## src/rtl/iic_seq.sv

```systemverilog
// Register-level transaction sequencer for iic_core: expands one write or read
// request into the start/stop/byte pulse sequence and reports completion.
module iic_seq #(
   parameter int ACCEPT_WAIT = 8,
   parameter int TIMEOUT     = 1024
) (
   input  logic       clock,
   input  logic       reset_n,
   input  logic       req_valid,
   output logic       req_ready,
   input  logic       req_rw,
   input  logic [6:0] req_dev,
   input  logic [7:0] req_reg,
   input  logic [7:0] req_wdata,
   output logic       rsp_valid,
   output logic       rsp_err,
   output logic [7:0] rsp_rdata,
   output logic       core_start,
   output logic       core_stop,
   output logic       core_rw,
   output logic [7:0] core_din,
   input  logic [7:0] core_dout,
   input  logic       core_busy
);

   localparam int LIMIT = (TIMEOUT > ACCEPT_WAIT) ? TIMEOUT : ACCEPT_WAIT;
   localparam int CW    = $clog2(LIMIT + 1);
   localparam logic [CW-1:0] ACC_LAST = CW'(ACCEPT_WAIT - 1);
   localparam logic [CW-1:0] TO_LAST  = CW'(TIMEOUT - 1);
   localparam logic [CW-1:0] CNT_ZERO = {CW{1'b0}};
   localparam logic [CW-1:0] CNT_ONE  = {{(CW-1){1'b0}}, 1'b1};

   typedef enum logic [3:0] {
      IDLE      = 4'd0,
      LAUNCH    = 4'd1,
      WAIT_ACC  = 4'd2,
      WAIT_DONE = 4'd3,
      STOP      = 4'd4,
      STOP_ACC  = 4'd5,
      STOP_DONE = 4'd6,
      ABORT     = 4'd7,
      ABORT_END = 4'd8,
      RESP      = 4'd9
   } state_t;

   state_t        state_r;
   logic [2:0]    step_r;
   logic [CW-1:0] cnt_r;
   logic          rw_r;
   logic [6:0]    dev_r;
   logic [7:0]    reg_r;
   logic [7:0]    wdata_r;
   logic          err_r;
   logic          req_ready_r;
   logic          rsp_valid_r;
   logic          rsp_err_r;
   logic [7:0]    rsp_rdata_r;
   logic          core_start_r;
   logic          core_stop_r;
   logic          core_rw_r;
   logic [7:0]    core_din_r;

   // Steps: write = A, reg, data, STOP; read = A, reg, STOP, A|1, rd-byte, STOP.
   function automatic logic step_is_stop(input logic rw, input logic [2:0] step);
      if (rw) begin
         step_is_stop = (step == 3'd2) || (step == 3'd5);
      end else begin
         step_is_stop = (step == 3'd3);
      end
   endfunction

   function automatic logic step_is_final(input logic rw, input logic [2:0] step);
      if (rw) begin
         step_is_final = (step == 3'd5);
      end else begin
         step_is_final = (step == 3'd3);
      end
   endfunction

   // Returns {core_rw, core_din} for a byte step; step 2 only launches for writes.
   function automatic logic [8:0] step_byte(input logic [2:0] step, input logic [6:0] dev,
                                            input logic [7:0] rg, input logic [7:0] wd);
      case (step)
         3'd0:    step_byte = {1'b0, dev, 1'b0};
         3'd1:    step_byte = {1'b0, rg};
         3'd2:    step_byte = {1'b0, wd};
         3'd3:    step_byte = {1'b0, dev, 1'b1};
         3'd4:    step_byte = {1'b1, 8'h00};
         default: step_byte = 9'h000;
      endcase
   endfunction

   // Sequencer state machine with all outputs registered.
   always_ff @(posedge clock or negedge reset_n) begin
      if (!reset_n) begin
         state_r      <= IDLE;
         step_r       <= 3'd0;
         cnt_r        <= CNT_ZERO;
         rw_r         <= 1'b0;
         dev_r        <= 7'h00;
         reg_r        <= 8'h00;
         wdata_r      <= 8'h00;
         err_r        <= 1'b0;
         req_ready_r  <= 1'b0;
         rsp_valid_r  <= 1'b0;
         rsp_err_r    <= 1'b0;
         rsp_rdata_r  <= 8'h00;
         core_start_r <= 1'b0;
         core_stop_r  <= 1'b0;
         core_rw_r    <= 1'b0;
         core_din_r   <= 8'h00;
      end else begin
         core_start_r <= 1'b0;
         core_stop_r  <= 1'b0;
         rsp_valid_r  <= 1'b0;
         rsp_err_r    <= 1'b0;
         case (state_r)
            IDLE: begin
               req_ready_r <= 1'b1;
               if (req_valid && req_ready_r) begin
                  req_ready_r <= 1'b0;
                  rw_r        <= req_rw;
                  dev_r       <= req_dev;
                  reg_r       <= req_reg;
                  wdata_r     <= req_wdata;
                  step_r      <= 3'd0;
                  state_r     <= LAUNCH;
               end
            end
            LAUNCH: begin
               if (!core_busy) begin
                  core_start_r            <= 1'b1;
                  {core_rw_r, core_din_r} <= step_byte(step_r, dev_r, reg_r, wdata_r);
                  cnt_r                   <= CNT_ZERO;
                  state_r                 <= WAIT_ACC;
               end
            end
            WAIT_ACC, STOP_ACC: begin
               if (core_busy) begin
                  cnt_r   <= CNT_ZERO;
                  state_r <= (state_r == WAIT_ACC) ? WAIT_DONE : STOP_DONE;
               end else if (cnt_r == ACC_LAST) begin
                  err_r   <= 1'b1;
                  cnt_r   <= CNT_ZERO;
                  state_r <= ABORT;
               end else begin
                  cnt_r <= cnt_r + CNT_ONE;
               end
            end
            WAIT_DONE: begin
               if (!core_busy) begin
                  if (core_rw_r) begin
                     rsp_rdata_r <= core_dout;
                  end
                  step_r  <= step_r + 3'd1;
                  state_r <= step_is_stop(rw_r, step_r + 3'd1) ? STOP : LAUNCH;
               end else if (cnt_r == TO_LAST) begin
                  err_r   <= 1'b1;
                  cnt_r   <= CNT_ZERO;
                  state_r <= ABORT;
               end else begin
                  cnt_r <= cnt_r + CNT_ONE;
               end
            end
            STOP: begin
               if (!core_busy) begin
                  core_stop_r <= 1'b1;
                  cnt_r       <= CNT_ZERO;
                  state_r     <= STOP_ACC;
               end
            end
            STOP_DONE: begin
               if (!core_busy) begin
                  if (step_is_final(rw_r, step_r)) begin
                     rsp_valid_r <= 1'b1;
                     rsp_err_r   <= err_r;
                     state_r     <= RESP;
                  end else begin
                     step_r  <= step_r + 3'd1;
                     state_r <= LAUNCH;
                  end
               end else if (cnt_r == TO_LAST) begin
                  err_r   <= 1'b1;
                  cnt_r   <= CNT_ZERO;
                  state_r <= ABORT;
               end else begin
                  cnt_r <= cnt_r + CNT_ONE;
               end
            end
            // Abort: one unchecked stop once the core idles, or give up silently.
            ABORT: begin
               if (!core_busy) begin
                  core_stop_r <= 1'b1;
                  state_r     <= ABORT_END;
               end else if (cnt_r == TO_LAST) begin
                  rsp_valid_r <= 1'b1;
                  rsp_err_r   <= err_r;
                  state_r     <= RESP;
               end else begin
                  cnt_r <= cnt_r + CNT_ONE;
               end
            end
            ABORT_END: begin
               rsp_valid_r <= 1'b1;
               rsp_err_r   <= err_r;
               state_r     <= RESP;
            end
            RESP: begin
               err_r       <= 1'b0;
               req_ready_r <= 1'b1;
               state_r     <= IDLE;
            end
            default: begin
               state_r <= IDLE;
            end
         endcase
      end
   end

   assign req_ready  = req_ready_r;
   assign rsp_valid  = rsp_valid_r;
   assign rsp_err    = rsp_err_r;
   assign rsp_rdata  = rsp_rdata_r;
   assign core_start = core_start_r;
   assign core_stop  = core_stop_r;
   assign core_rw    = core_rw_r;
   assign core_din   = core_din_r;

endmodule

```

## config.mk

```make
export PLATFORM = sky130hd
export DESIGN_NAME = iic_seq
export DESIGN_NICKNAME = d
export VERILOG_FILES = /design/src/rtl/iic_seq.sv
export SDC_FILE = /design/constraint.sdc
export NUM_CORES = 1
export LEC_CHECK = 0
export BUFFER_PORTS_ARGS = -buffer_cell sky130_fd_sc_hd__buf_4
export CORE_MARGIN = 2
export CORE_UTILIZATION = 46
export DETAILED_ROUTE_END_ITERATION = 8
export PLACE_DENSITY = 0.71
export SLEW_MARGIN = 20
export SYNTH_ARGS = -nofsm -noshare
export SYNTH_HDL_FRONTEND = slang
export SYNTH_SLANG_ARGS = --single-unit
```

## constraint.sdc

```tcl
create_clock -name clock -period 3.5 [get_ports clock]
set_input_delay 0.7 -clock clock [delete_from_list [all_inputs] [get_ports clock]]
set_output_delay 0.7 -clock clock [all_outputs]
set_load 0.01 [all_outputs]
```

# ---- Word level (Yosys, flattened, before mapping)
# Index checks and enable logic that the tools add are counted.
dict set report word_totals {
  wordCells 126
  output_inout_bits 22
  inputBits 36
  ff_bits 65
}
dict set report classes {
  eq_ne 34
  reduce_logical 19
  n_addsub 2
  mux 54
  bitwise_logic 1
}
# cell count
set op_table {}
lappend op_table {{$mux 11} 7}
lappend op_table {{$pmux 9 s5} 1}
lappend op_table {{$mux 4} 11}
lappend op_table {{$pmux 11 s4} 1}
lappend op_table {{$pmux 4 s8} 1}
lappend op_table {{$mux 1} 22}
lappend op_table {{$ne 2x2->1 const B} 11}
lappend op_table {{$reduce_and 5->1} 4}
lappend op_table {{$mux 3} 6}
lappend op_table {{$eq 4x3->1 const B} 4}
lappend op_table {{$eq 3x2->1 const B} 4}
lappend op_table {{$add 11x1->11 const B} 1}
lappend op_table {{$eq 11x10->1 const B} 1}
lappend op_table {{$eq 11x3->1 const B} 1}
lappend op_table {{$eq 3x3->1 const B} 3}
lappend op_table {{$pmux 1 s3} 3}
lappend op_table {{$pmux 3 s3} 1}
lappend op_table {{$eq 4x2->1 const B} 2}
lappend op_table {{$eq 4x4->1 const B} 2}
lappend op_table {{$reduce_or 2->1} 4}
lappend op_table {{$ne 3x3->1 const B} 2}
lappend op_table {{$reduce_bool 3->1} 2}
lappend op_table {{$eq 4x1->1 const B} 1}
lappend op_table {{$logic_not 4->1} 1}
lappend op_table {{12 further kinds} 14}

# ---- Depth between registers and ports, before layout
# Gate-level depths: netlist of run 1.
dict set report depth {
  word_depth 9
  ltp_mapped 8
  ltp_nobuf 7
}

# ---- Worst setup path before layout of run 1
# OpenSTA, ideal clock, no wires.
dict set report synth_timing {
  kind {reg-to-reg}
  from {register cnt_r[0]}
  to {register cnt_r[0]}
  path_stages_with_launch 7
  path_slack_ps 1528
  setup_time_ps 125
  arrival_time_ps 1848
  cell_sequence {dfrtp_1 > ha_1 > nand3_2 > or4_4 > a22oi_4 > nor2_4 > mux2_2}
}
dict set report synth_via {
  elab_chain_len 4
  word_cells_on_any_way 12
  classes_between {add/sub: 1; eq/ne: 3; mux: 7; reduce/logical: 1}
}
# element line
set synth_lines {}
lappend synth_lines {{start, declared} 48} ;# logic [CW-1:0] cnt_r;
lappend synth_lines {{start signal, assigned} 147} ;# cnt_r <= cnt_r + CNT_ONE;
lappend synth_lines {{start signal, assigned} 162} ;# cnt_r <= cnt_r + CNT_ONE;
lappend synth_lines {{start signal, assigned} 187} ;# cnt_r <= cnt_r + CNT_ONE;
lappend synth_lines {{$add 11x1->11 (tied with other cells)} --}
lappend synth_lines {{$mux 11, on equally long branches} --}
lappend synth_lines {{$mux 11, on equally long branches} {192, 139, 173}}
lappend synth_lines {{$pmux 11 s4} 117} ;# case (state_r)
# Several ways; a longest one is shown, not always the timed one. The select of a mux whose other input is x is not followed.
# A chain may end at the register's enable or synchronous reset.

# ---- Worst setup path after layout of run 1
dict set report layout_timing {
  from {register state_r[0]}
  to {register core_din_r[0], in the netlist core_din[0]}
}
dict set report layout_via {
  elab_chain_len 2
}
# element line
set layout_lines {}
lappend layout_lines {{start, declared} 46} ;# state_t state_r;
lappend layout_lines {{start signal, assigned} 141} ;# state_r <= (state_r == WAIT_ACC) ? WAIT_DONE : STOP_DONE;
lappend layout_lines {{start signal, assigned} 156} ;# state_r <= step_is_stop(rw_r, step_r + 3'd1) ? STOP : LAUNCH;
lappend layout_lines {{$eq 4x1->1} 117}
lappend layout_lines {{$reduce_and 2->1 (no source line)} --}
lappend layout_lines {{end signal, assigned} 133} ;# {core_rw_r, core_din_r} <= step_byte(step_r, dev_r, reg_r, wdata_r);
lappend layout_lines {{end, declared} 61} ;# logic [7:0] core_din_r;
# No other way between the ends.

==> results of run 1 <==
==> worst reg2reg max path, stage by stage, from the launching register on <==
cell	delay, ns
dfrtp_1	0.71
nand2b_1	0.24
or4_1	0.66
nor2_2	0.38
o21ai_0	0.16
nand2_1	0.08
==> cell type report <==
| cell class | count | area [um^2] | share of cell area |
|---|---|---|---|
| timing repair buffer | 58 | 435 | 0.108 |
| inverter | 8 | 30.0 | 0.00742 |
| tap | 99 | 124 | 0.0306 |
| clock inverter | 7 | 53.8 | 0.0133 |
| sequential | 65 | 1630 | 0.402 |
| clock buffer | 9 | 124 | 0.0306 |
| multi-input combinational | 221 | 1660 | 0.409 |
==> final timing paths <==
check	end	slack, ns	cells past startpoint	start
min in group clock	core_din[0]$_DFFE_PN0P_	0.49	2	core_din[0]$_DFFE_PN0P_
max reg2reg	core_din[0]$_DFFE_PN0P_	1.22	5	state_r[0]$_DFFE_PN0P_
max in group asynchronous	core_stop$_DFF_PN0_	2.53	1	reset_n
min reg2reg	core_din[0]$_DFFE_PN0P_	0.49	2	core_din[0]$_DFFE_PN0P_
max	core_din[0]$_DFFE_PN0P_	1.22	5	state_r[0]$_DFFE_PN0P_
min	wdata_r[3]$_DFFE_PN0P_	0.44	1	reset_n
==> state kept, by name, indices dropped and copies added (netlist names), 3 cells and up <==
| name | cells |
|---|---|
| rsp_rdata | 8 |
| wdata_r | 8 |
| step_r | 3 |
| dev_r | 7 |
| core_din | 8 |
| reg_r | 8 |
| state_r | 4 |
| cnt_r | 11 |
==> kinds of logic (layout without fill, tap and decap cells) <==
kind of cell | after synthesis | after routing | synth area share
xor+xnor | 2 | 2 | 0.00520
buf+inv | 23 | 82 | 0.0286
compound gates | 75 | 75 | 0.163
simple gates | 99 | 99 | 0.168
fa+ha+maj | 8 | 8 | 0.0297
mux | 37 | 37 | 0.123
flops | 65 | 65 | 0.482
==> per-stage QoR <==
| step | total power, mW | cell area, um^2 | hold WS [ns] | std cells |
|---|---|---|---|---|
| final | 3.14 | 4050 | 0.437 | 467 |
| after global routing | 3.40 | 4050 | 0.498 | 467 |
| after CTS | 3.18 | 4050 | 0.453 | 467 |
| after detailed placement | 2.59 | 3870 | 0.472 | 451 |
| after global placement | 2.55 | 3870 | 0.470 | 451 |
| after floorplan | 2.18 | 3370 | 0.404 | 309 |
==> per-layer routing <==
layer  track usage  vias up  part of all wire
met2         0.304       75              0.47
met3        0.0484       12             0.048
li1              -     1257                 -
met4        0.0773        0             0.018
met5             0        -                 0
met1         0.277     1259              0.47
==> power by group <==
part | switching [mW] | internal (mW) | total, mW
sequential | 0.245 | 1.02 | 1.27
combinational | 0.650 | 0.652 | 1.30
clock | 0.312 | 0.261 | 0.573
total | 1.21 | 1.94 | 3.14
==> cell usage in the layout, fill, tap and decap left out, types with 6 or more instances in the layout <==
cell type and n:
buf_4 58, mux2_2 34, nor2_1 18, clkbuf_8 9, nor2b_1 7, nand2b_1 6
ha_1 8, nor3_1 6, nand2_1 23, inv_1 8, a22oi_1 8, dfrtp_1 65
a22o_1 14, a21oi_1 9, nor4_1 6, o21ai_0 21
==> flow_metrics.env, run 1 <==
export IMPL_yosysTopAreaCell="dfrtp_1"
export IMPL_clockBufferDepth=2
export IMPL_ctsHoldBuffers=0
export IMPL_layout_drive_gt1_share=0.326
export IMPL_crit_path_max_incr_delay_ns=0.71
export IMPL_insertion_delay_ns=0.34
export IMPL_areaGrowthSynthToFinish_pct=20.1
export IMPL_netlist_area_leader_share=0.482
export IMPL_grt_overflow_total=0
export IMPL_pwr_density_cell_mw_per_mm2=776
export IMPL_cts_tree="done"
export IMPL_setup_tns_ns=0
export IMPL_worstPathRequired_ns=3.79
export IMPL_fin_ws_ns=1.22
export IMPL_synthMostInstantiatedCell="dfrtp_1"
export IMPL_slew_violations=0
export IMPL_grt_max_degree=66
export IMPL_peakVddDrop_v=0.000380
export IMPL_cts_setup_buffers=0
export IMPL_maxCapViolations=0
export IMPL_vias=2603
export IMPL_grt_first_pass_wirelength_um=12300
export IMPL_design_die_area_mm2=0.00803
export IMPL_num_rows=31
export IMPL_synth_seq_cells=65
export IMPL_vias_per_cell=5.57
export IMPL_die_h_um=89.6
export IMPL_max_freq_mhz=439
export IMPL_die_w_um=89.6
export IMPL_synth_flop_cell="dfrtp_1"
export IMPL_outcome="complete, no violations"
export IMPL_post_route_min_period_ns=2.28
export IMPL_first_pass_iters=4
export IMPL_diodes=0
export IMPL_cp_start_kind="register"
export IMPL_ys_top_cells_by_count="65 x dfrtp_1, 34 x mux2_2, 23 x nand2_1"
export IMPL_final_net_count=407
export IMPL_track_usage=0.200
export IMPL_ys_seq_area_frac=0.482
export IMPL_path_max_fanout=19
export IMPL_cts_num_sinks=65
export IMPL_path_delay_family="simple AND/OR/NAND/NOR gates"
export IMPL_clock_skew_ns=0.00882
export IMPL_fillers=623
export IMPL_worst_pin_slew_ns=0.801
export IMPL_core_area_mm2=0.00718
export IMPL_dp_slack_ns=1.24
export IMPL_h_tree_depth=3
export IMPL_slew_limit_headroom=0.466
export IMPL_cts_inserted_buffers=9
export IMPL_routabilityCongestion=0.816
export IMPL_layout_worst_path_cycle_share=0.651
export IMPL_antenna_left=0
export IMPL_wire_per_inst_um=15.3
export IMPL_drt_wl_total_um=7160
export IMPL_grt_pass1_vias=2546
export IMPL_dp_hpwl_um=5000
export IMPL_async_flop_share=1.00
export IMPL_fin_util=0.564
export IMPL_synth_edff_count=0
export IMPL_synth_area_mm2=0.00337
export IMPL_worstPathCellList="nand2b_1 -> or4_1 -> nor2_2 -> o21ai_0 -> nand2_1"
export IMPL_leakage_nw=1.79
export IMPL_ioPinCount=58
export IMPL_initial_core_util=0.470
export IMPL_clk_pin_slew_ns=0.08
export IMPL_ys_types=62
export IMPL_cp_end_kind="register"
export IMPL_cp_arrival_ns=2.56
export IMPL_synth_avg_cell_area_um2=10.9
export IMPL_cts_resized_gates=0
export IMPL_clockRootBuffer="clkbuf_8"
export IMPL_drc=0
export IMPL_io_buffers=57
export IMPL_syn_inst=309
export IMPL_setup_violations=0
export IMPL_cpMaxStageDelayCell="dfrtp_1"
export IMPL_dr_first_iter_drc_count=153
export IMPL_final_hold_viol_count=0
export IMPL_cp_num_buf_inv=0
export IMPL_grt_setup_unrepaired="no"
export IMPL_critPathKind="register to register"
export IMPL_syn_nets=353
export IMPL_ys_warn_count=0
export IMPL_antenna_found_initial=0
export IMPL_hp_class="input pin to async pin"
export IMPL_synthTopCellsByArea="dfrtp_1 48%, mux2_2 11%, a22o_1 3.6%"
(Power assumes the default switching activity.)
==> run 2: changes to the inputs <==
--- a/config.mk
+++ b/config.mk
@@ -9,7 +9,7 @@
 export CORE_MARGIN = 2
 export CORE_UTILIZATION = 46
 export DETAILED_ROUTE_END_ITERATION = 8
-export PLACE_DENSITY = 0.71
+export PLACE_DENSITY = 0.74
 export SLEW_MARGIN = 20
 export SYNTH_ARGS = -nofsm -noshare
 export SYNTH_HDL_FRONTEND = slang
==> constraint.sdc (replaced) <==
create_clock -name clock -period 2 [get_ports clock]
set_input_delay 0.4 -clock clock [delete_from_list [all_inputs] [get_ports clock]]
set_output_delay 0.4 -clock clock [all_outputs]
set_load 0.01 [all_outputs]
==> run 2 against run 1 <==
Compared with the run above:
- global-route usage grew 1.1 points
- largest cell class unchanged
- cell area grew 10%
- sequential cell count is the same
- critical endpoint is now cnt_r[0]$_DFFE_PN0P_
- setup slack lost 1.2 ns
- highest routed layer unchanged
==> flow_metrics.env, run 2 (synthesis results as in run 1) <==
export IMPL_final_hold_viol_count=0
export IMPL_hp_class="input pin to register"
export IMPL_antenna_found_initial=0
export IMPL_cp_end_kind="register"
export IMPL_fin_ws_ns=0.0607
export IMPL_first_pass_iters=5
export IMPL_hp_start="req_wdata[4]"
export IMPL_clkPwrFrac=0.192
export IMPL_dr_first_iter_drc_count=158
export IMPL_drc=0
export IMPL_track_usage=0.211
export IMPL_cp_start_kind="register"
export IMPL_grt_overflow_total=0
export IMPL_holdPathEnd="wdata_r[4]$_DFFE_PN0P_"
export IMPL_leakage_nw=2.02
export IMPL_dp_slack_ns=-0.100
export IMPL_swShare=0.376
export IMPL_r2r_setup_slack_ns=0.06
export IMPL_outcome="complete, no violations"
export IMPL_cts_tree="done"
export IMPL_die_w_um=89.6
export IMPL_worst_pin_slew_ns=0.485
export IMPL_antenna_left=0
export IMPL_clock_skew_ns=0.0111
export IMPL_wire_per_inst_um=15.7
export IMPL_setup_tns_ns=0
export IMPL_h_tree_depth=3
export IMPL_internal_power_mw=3.88
export IMPL_reg2reg_depth=7
export IMPL_vias_per_cell=5.60
export IMPL_pwr_share_comb=0.470
export IMPL_final_net_count=445
export IMPL_initial_core_util=0.470
export IMPL_layout_worst_path_cycle_share=0.970
export IMPL_design_die_area_mm2=0.00803
export IMPL_grt_setup_unrepaired="yes"
export IMPL_worstPathRequired_ns=2.23
export IMPL_min_path_cells=2
export IMPL_r2r_start="cnt_r[0]$_DFFE_PN0P_"
export IMPL_final_common_cell="buf_4"
export IMPL_layout_drive_gt1_share=0.411
export IMPL_setup_violations=0
export IMPL_grt_first_pass_wirelength_um=13000
export IMPL_diodes=0
export IMPL_slew_violations=0
export IMPL_num_rows=31
export IMPL_slew_limit_headroom=0.673
export IMPL_io_buffers=57
export IMPL_dp_hpwl_um=5650
export IMPL_drt_wl_total_um=7910
export IMPL_grt_max_degree=35
export IMPL_cp_arrival_ns=2.17
export IMPL_seqPwrFrac=0.338
export IMPL_routabilityCongestion=0.917
export IMPL_ioPinCount=58
export IMPL_post_route_min_period_ns=1.94
export IMPL_clockBufferDepth=2
export IMPL_peakVddDrop_v=0.000794
export IMPL_clk_pin_slew_ns=0.09
export IMPL_worstReg2RegEnd="cnt_r[0]$_DFFE_PN0P_"
export IMPL_grt_pass1_vias=2754
export IMPL_fillers=597
export IMPL_core_area_mm2=0.00718
export IMPL_maxCapViolations=0
export IMPL_die_h_um=89.6
export IMPL_switchingPower_mw=2.33
export IMPL_cts_inserted_buffers=9
export IMPL_finalPower_mw=6.21
export IMPL_top_register="cnt_r"
export IMPL_cts_num_sinks=65
export IMPL_path_max_fanout=10
export IMPL_insertion_delay_ns=0.35
export IMPL_clockRootBuffer="clkbuf_8"
export IMPL_areaGrowthSynthToFinish_pct=32.3
export IMPL_pwr_density_cell_mw_per_mm2=1390
export IMPL_vias=2829
export IMPL_max_freq_mhz=516
export IMPL_final_cell_mix="93 x buf_4, 62 x dfrtp_1, 34 x mux2_2"
export IMPL_largest_reg_flops=11
export IMPL_critPathKind="register to register"
==> run 2: changes by cell type in the layout (fill, tap and decap cells not counted), sizes merged <==
cell	delta
buf	+37
bufinv	+1
clkinv	-2
clkinvlp	-2
dlygate4sd3	+1
inv	+3
==> run 2: through the flow <==
| stage | utilization | instances | hold WS, ns | cell area, um^2 |
|---|---|---|---|---|
| after floorplan | - | 309 | 0.104 | 3370 |
| after global placement | 0.575 | 483 | 0.372 | 4120 |
| after detailed placement | 0.575 | 483 | 0.377 | 4120 |
| after CTS | 0.609 | 502 | 0.255 | 4370 |
| after global routing | 0.622 | 505 | 0.259 | 4460 |
| final | 0.622 | 505 | 0.261 | 4460 |
==> run 2: routing by layer <==
metal	track usage	up-vias	share of wire
met5	0	-	0
met4	0.0692	0	0.013
met3	0.0430	13	0.056
met2	0.334	99	0.50
met1	0.292	1388	0.43
li1	-	1329	-
==> run 2: layout make-up <==
| cell class | instances | area (um^2) | area share |
|---|---|---|---|
| multi-input combinational | 221 | 1720 | 0.386 |
| tap | 99 | 124 | 0.0278 |
| timing repair buffer | 96 | 748 | 0.168 |
| clock inverter | 7 | 83.8 | 0.0188 |
| inverter | 8 | 30.0 | 0.00673 |
| sequential | 65 | 1630 | 0.365 |
| clock buffer | 9 | 124 | 0.0278 |
==> run 2: power by group through the flow <==
stage               clock, mW  combinational (mW)  sequential, mW
floorplan                   0                1.71            2.11
global placement            0                2.61            2.08
detailed placement          0                2.68            2.11
CTS                      1.21                2.80            2.09
global route             1.27                3.21            2.16
finish                   1.19                2.92            2.10
==> run 2: worst max path at each step <==
stage,start,to,slack (ns),cells after the start
global route,cnt_r[3]$_DFFE_PN0P_,cnt_r[0]$_DFFE_PN0P_,-0.06,7
finish,cnt_r[0]$_DFFE_PN0P_,cnt_r[0]$_DFFE_PN0P_,0.06,7
global placement,cnt_r[1]$_DFFE_PN0P_,cnt_r[0]$_DFFE_PN0P_,0.01,6
CTS,cnt_r[0]$_DFFE_PN0P_,cnt_r[0]$_DFFE_PN0P_,0.02,7
floorplan,cnt_r[0]$_DFFE_PN0P_,cnt_r[0]$_DFFE_PN0P_,0.03,6
detailed placement,cnt_r[1]$_DFFE_PN0P_,cnt_r[7]$_DFFE_PN0P_,-0.10,6
==> run 2: worst max-delay path, stage by stage, from the launching register on <==
cell,delay (ns)
dfrtp_1,0.41
ha_4,0.17
nand3_4,0.10
or4_4,0.53
a22oi_4,0.16
buf_12,0.15
nor2_4,0.06
mux2_2,0.26
==> run 2: timing repair <==
action / 4_1_cts / 5_1_grt
endpoints found under the setup margin: 8 / 10
pin swaps: 1 / 2
setup buffers: 2 / 3
hold buffers: 1 / 0
gates resized for setup: 0 / 13
endpoints found under the hold margin: 8 / 0
